**src/rtl/des_sbox_sequencer.sv**
```systemverilog
`timescale 1ns/1ps
`default_nettype none
// ============================================================================
// Module      : des_sbox_sequencer
// Description : Serialises the eight 6-bit chunks of a DES round word through
//               one shared S-box port and assembles the 32-bit result.
// Revision    : 1.0 - initial release
// ============================================================================
module des_sbox_sequencer #(
    parameter int LOOKUP_LAT = 0
) (
    input  logic        clk,
    input  logic        rst,
    input  logic        in_valid,
    output logic        in_ready,
    input  logic [47:0] in_data,
    output logic [2:0]  sbox_sel,
    output logic [5:0]  sbox_in,
    input  logic [3:0]  sbox_out,
    output logic        out_valid,
    input  logic        out_ready,
    output logic [31:0] out_data,
    output logic        busy
);

    typedef enum logic [1:0] {
        IDLE   = 2'd0,
        LOOKUP = 2'd1,
        DRAIN  = 2'd2,
        DONE   = 2'd3
    } state_t;

    localparam logic [2:0] c_last_idx = 3'd7;

    state_t      state_q, state_d;
    logic [47:0] word_q, word_d;
    logic [31:0] result_q, result_d;
    logic [2:0]  issue_q, issue_d;
    logic [2:0]  cap_q, cap_d;

    logic [5:0]  w_issue_lsb;
    logic [4:0]  w_cap_lsb;

    // S1 sits in the MSBs of both the word and the result.
    assign w_issue_lsb = 6'd42 - ({3'b000, issue_q} * 6'd6);
    assign w_cap_lsb   = 5'd28 - {cap_q, 2'b00};

    always_comb begin
        state_d   = state_q;
        word_d    = word_q;
        result_d  = result_q;
        issue_d   = issue_q;
        cap_d     = cap_q;
        in_ready  = 1'b0;
        out_valid = 1'b0;
        sbox_sel  = 3'd0;
        sbox_in   = 6'd0;

        case (state_q)
            IDLE: begin
                in_ready = !rst;
                if (in_valid && in_ready) begin
                    word_d   = in_data;
                    result_d = 32'd0;
                    issue_d  = 3'd0;
                    cap_d    = 3'd0;
                    state_d  = LOOKUP;
                end
            end
            LOOKUP: begin
                sbox_sel = issue_q;
                sbox_in  = word_q[w_issue_lsb +: 6];
                // With a registered bank nothing is returned on the first issue cycle.
                if (LOOKUP_LAT == 0 || issue_q != 3'd0) begin
                    result_d[w_cap_lsb +: 4] = sbox_out;
                    cap_d = cap_q + 3'd1;
                end
                if (issue_q == c_last_idx) begin
                    state_d = (LOOKUP_LAT == 0) ? DONE : DRAIN;
                end else begin
                    issue_d = issue_q + 3'd1;
                end
            end
            DRAIN: begin
                result_d[w_cap_lsb +: 4] = sbox_out;
                state_d = DONE;
            end
            DONE: begin
                out_valid = 1'b1;
                if (out_ready) begin
                    state_d = IDLE;
                end
            end
            default: state_d = IDLE;
        endcase
    end

    always_ff @(posedge clk) begin
        if (rst) begin
            state_q  <= IDLE;
            word_q   <= 48'd0;
            result_q <= 32'd0;
            issue_q  <= 3'd0;
            cap_q    <= 3'd0;
        end else begin
            state_q  <= state_d;
            word_q   <= word_d;
            result_q <= result_d;
            issue_q  <= issue_d;
            cap_q    <= cap_d;
        end
    end

    assign out_data = result_q;
    assign busy     = (state_q != IDLE);

endmodule
`default_nettype wire

```
**config.mk**
```make
export PLATFORM = sky130hd
export DESIGN_NAME = des_sbox_sequencer
export DESIGN_NICKNAME = d
export VERILOG_FILES = /design/src/rtl/des_sbox_sequencer.sv
export SDC_FILE = /design/constraint.sdc
export NUM_CORES = 1
export LEC_CHECK = 0
export ABC_CLOCK_PERIOD_IN_PS = 9000
export CAP_MARGIN = 5
export CORE_MARGIN = 4
export CORE_UTILIZATION = 40
export CTS_CLUSTER_DIAMETER = 40
export CTS_CLUSTER_SIZE = 14
export DETAILED_ROUTE_END_ITERATION = 10
export GPL_TIMING_DRIVEN = 0
export PLACE_DENSITY_LB_ADDON = 0.3
export SYNTH_ARGS = -nofsm -noshare
export SYNTH_HDL_FRONTEND = slang
export SYNTH_SLANG_ARGS = --single-unit
export TNS_END_PERCENT = 100
```
**constraint.sdc**
```tcl
create_clock -name clk -period 9 [get_ports clk]
set_input_delay 1.8 -clock clk [delete_from_list [all_inputs] [get_ports clk]]
set_output_delay 1.8 -clock clk [all_outputs]
set_load 0.05 [all_outputs]
```
==> metrics.yaml, run 1 <==
outcome: "finished, final reports clean"
fin_skew_ns: 0.007756
min_period_over_period_pct: 70.91
fin_crit_ns: 6.382
max-cap-violations: 0
path_class: "register to output port"
dr.pass1.iters: 6
cts_tree: "done"
fp.dieH_um: 115.3
setup_tns_ns: 0
insertion_delay_ns: 0.35
required_ns: 7.20
wl_per_cell_um: 16.67
syn_to_final_growth_pct: 31.42
start_kind: "register"
leakagePower_nw: 2.346
layout_commonest_cell: "nand2_1"
yosysSeqAreaShare_pct: 38.24
drcViolationCount: 0
async_flop_share_pct: 0
arrival_ns: 4.58
port_buffers: 98
syn-num-nets: 591
final_cell_mix: "nand2_1 (108), clkdlybuf4s50_1 (98), dfxtp_1 (88)"
synth-seq-cells: 88
cp-end-kind: "output port"
worstPathMaxFanout: 10
peakVddDrop_uv: 156.7
synth_top_cell_by_area: "dfxtp_1"
synth_ff_type: "dfxtp_1"
slew_headroom_pct: 48.23
drv_slew: 0
netlist_area_um2: 4607
grt_pass1_wl_um: 21010
grt_max_degree: 17
cp_num_buf_inv: 6
drt_iter0_drc: 260
dr_wl_met3_um: 794
hp-class: "register to register"
ios: 100
drive_gt1_share_pct: 8.648
row_count: 38
powerDensity_nw_per_um2: 235.8
synth_enable_flop_cells: 0
cts-root-buf: "clkbuf_16"
cts_setup_buffers: 0
post_cts_resized: 0
synth_top_area_share_pct: 38.24
wl_met1_um: 5679
synth_cells: 522
path_clk_slew_ns: 0.07
synth.area.top_cells: "dfxtp_1 (38%), mux4_2 (11%), nand2_1 (8.8%)"
clockBufferDepth: 2
worst_pin_slew_ns: 0.7739
vias: 4280
grt_pass1_vias: 4230
floorplan.initialDensity_pct: 41.59
dpl.hpwl_um: 9838
globalRouteOverflowTotal: 0
wl_met2_um: 6296
synth_cell_types: 40
max_stage_delay_ns: 0.86
hold_buffers: 0
power_mw: 1.428
setup_viol_count_final: 0
path_cells: "ha_1 -> inv_1 -> fa_1 -> inv_1 -> ha_1 -> buf_2 -> buf_2 -> clkbuf_1 -> mux2_2 -> o21ai_0 -> clkdlybuf4s50_1"
hold_violations: 0
finalNetCount: 700
core_um2: 11080
cts.sinks: 88
cts_made_buffers: 9
ant_nets: 0
diodes: 0
synth.avg_cell_area_um2: 8.826
max_freq_mhz: 156.7
vias_per_cell: 5.515
antenna_found_initial: 0
die_x_um: 115.3
highest_layer: "met4"
grt_setup_unrepaired: "no"
gp_congestion: 0.9453
yosysWarningCount: 0
wl_um: 12930
cpMaxStageDelayCell: "clkdlybuf4s50_1"
critPathTopFamily: "buffers and inverters"
cts-htree-levels: 3
dieArea_um2: 13300
grt_use_total_pct: 20.07
==> tightest hold or removal path, cell delays in order, from the launching register on <==
cell	delay, ns
dfxtp_1	0.31
nand3_1	0.06
nand2_1	0.05
==> per-layer routing <==
metal  global-route usage [%]  vias to the layer above
li1                         -                     2072
met1                    26.40                     2057
met2                    33.33                      136
met3                    4.421                       15
met4                    5.634                        0
met5                        0                        -
==> cells by family after synthesis <==
family	after synthesis	share of synthesized area, %
AO/OA/AOI/OAI	73	10.59
AND/OR/NAND/NOR	235	22.13
flip-flops	88	38.24
buffers and inverters	50	4.454
XOR/XNOR	4	0.9236
multiplexers	59	19.96
adder cells (fa/ha/maj)	13	3.694
==> cell usage after synthesis (2+ instances only) <==
library cell	n
a21oi_1	6
a22oi_1	37
a32oi_1	2
and2_1	3
and3_1	6
buf_1	6
buf_2	5
clkbuf_1	24
dfxtp_1	88
ha_1	12
inv_1	13
mux2_2	7
mux2i_1	27
mux4_1	2
mux4_2	23
nand2_1	108
nand2b_1	5
nand3_1	51
nand3b_1	2
nand4_1	3
nor2_1	46
nor3_1	7
o21ai_0	18
o22ai_1	3
o31ai_1	2
xnor2_1	2
==> power by group <==
group / total (mW) / leakage [nW] / switching (mW) / internal, mW
Sequential: 0.494 / 0.718 / 0.0540 / 0.440
Clock: 0.365 / 0.137 / 0.166 / 0.198
Combinational: 0.569 / 1.49 / 0.333 / 0.235
==> worst paths after layout <==
check | startpoint | end | slack (ns) | depth (start not counted)
min | word_q[1] | word_q[1] | 0.46 | 2
max reg2reg | state_q[0] | out_data[30] | 6.66 | 7
max | issue_q[0] | sbox_in[3] | 2.62 | 11
min reg2reg | word_q[1] | word_q[1] | 0.46 | 2
==> metrics by stage <==
step	cell area (um2)	hold slack [ns]	instances	setup slack, ns	util, %
global placement	5763	0.4461	760	3.093	52.02
finish	6055	0.4619	776	2.618	54.65
global route	6055	0.4770	776	2.448	54.65
floorplan	4607	0.4308	522	3.530	-
detailed placement	5763	0.4472	760	3.062	52.02
CTS	6055	0.4578	776	2.676	54.65
==> registers in the layout, summed over array words and instances, names as in the netlist <==
signal	flops
issue_q	3
word_q	48
out_data	32
cap_q	3
state_q	2
==> layout make-up <==
cell class,count,area [um2]
buffer,37,156.4
tap,140,175.2
fill,1053,5024
sequential,88,1762
multi-input combinational,384,2640
clock buffer,10,239.0
inverter,13,48.80
clock inverter,6,52.55
timing repair buffer,98,980.9
Note: power is estimated with default switching activity, not from simulation.
==> inputs of run 2 (changes only) <==
--- a/config.mk
+++ b/config.mk
@@ -5,7 +5,7 @@
 export SDC_FILE = /design/constraint.sdc
 export NUM_CORES = 1
 export LEC_CHECK = 0
-export ABC_CLOCK_PERIOD_IN_PS = 9000
+export ABC_CLOCK_PERIOD_IN_PS = 6010
 export CAP_MARGIN = 5
 export CORE_MARGIN = 4
 export CORE_UTILIZATION = 40
==> constraint.sdc (replaced) <==
create_clock -name clk -period 6.01 [get_ports clk]
set_input_delay 1.202 -clock clk [delete_from_list [all_inputs] [get_ports clk]]
set_output_delay 1.202 -clock clk [all_outputs]
set_load 0.05 [all_outputs]
==> results of run 2 <==
The final DEF is identical to that of run 1. Status: finished, final reports clean.
Among the figures that moved: setup slack after placement 3.062 ns -> 0.6695 ns; setup slack after layout 2.618 ns -> 0.2263 ns; register-to-register setup slack 6.66 ns -> 3.67 ns; total power 1.428 mW -> 2.138 mW; worst IR drop on VDD 156.7 uV -> 234.7 uV
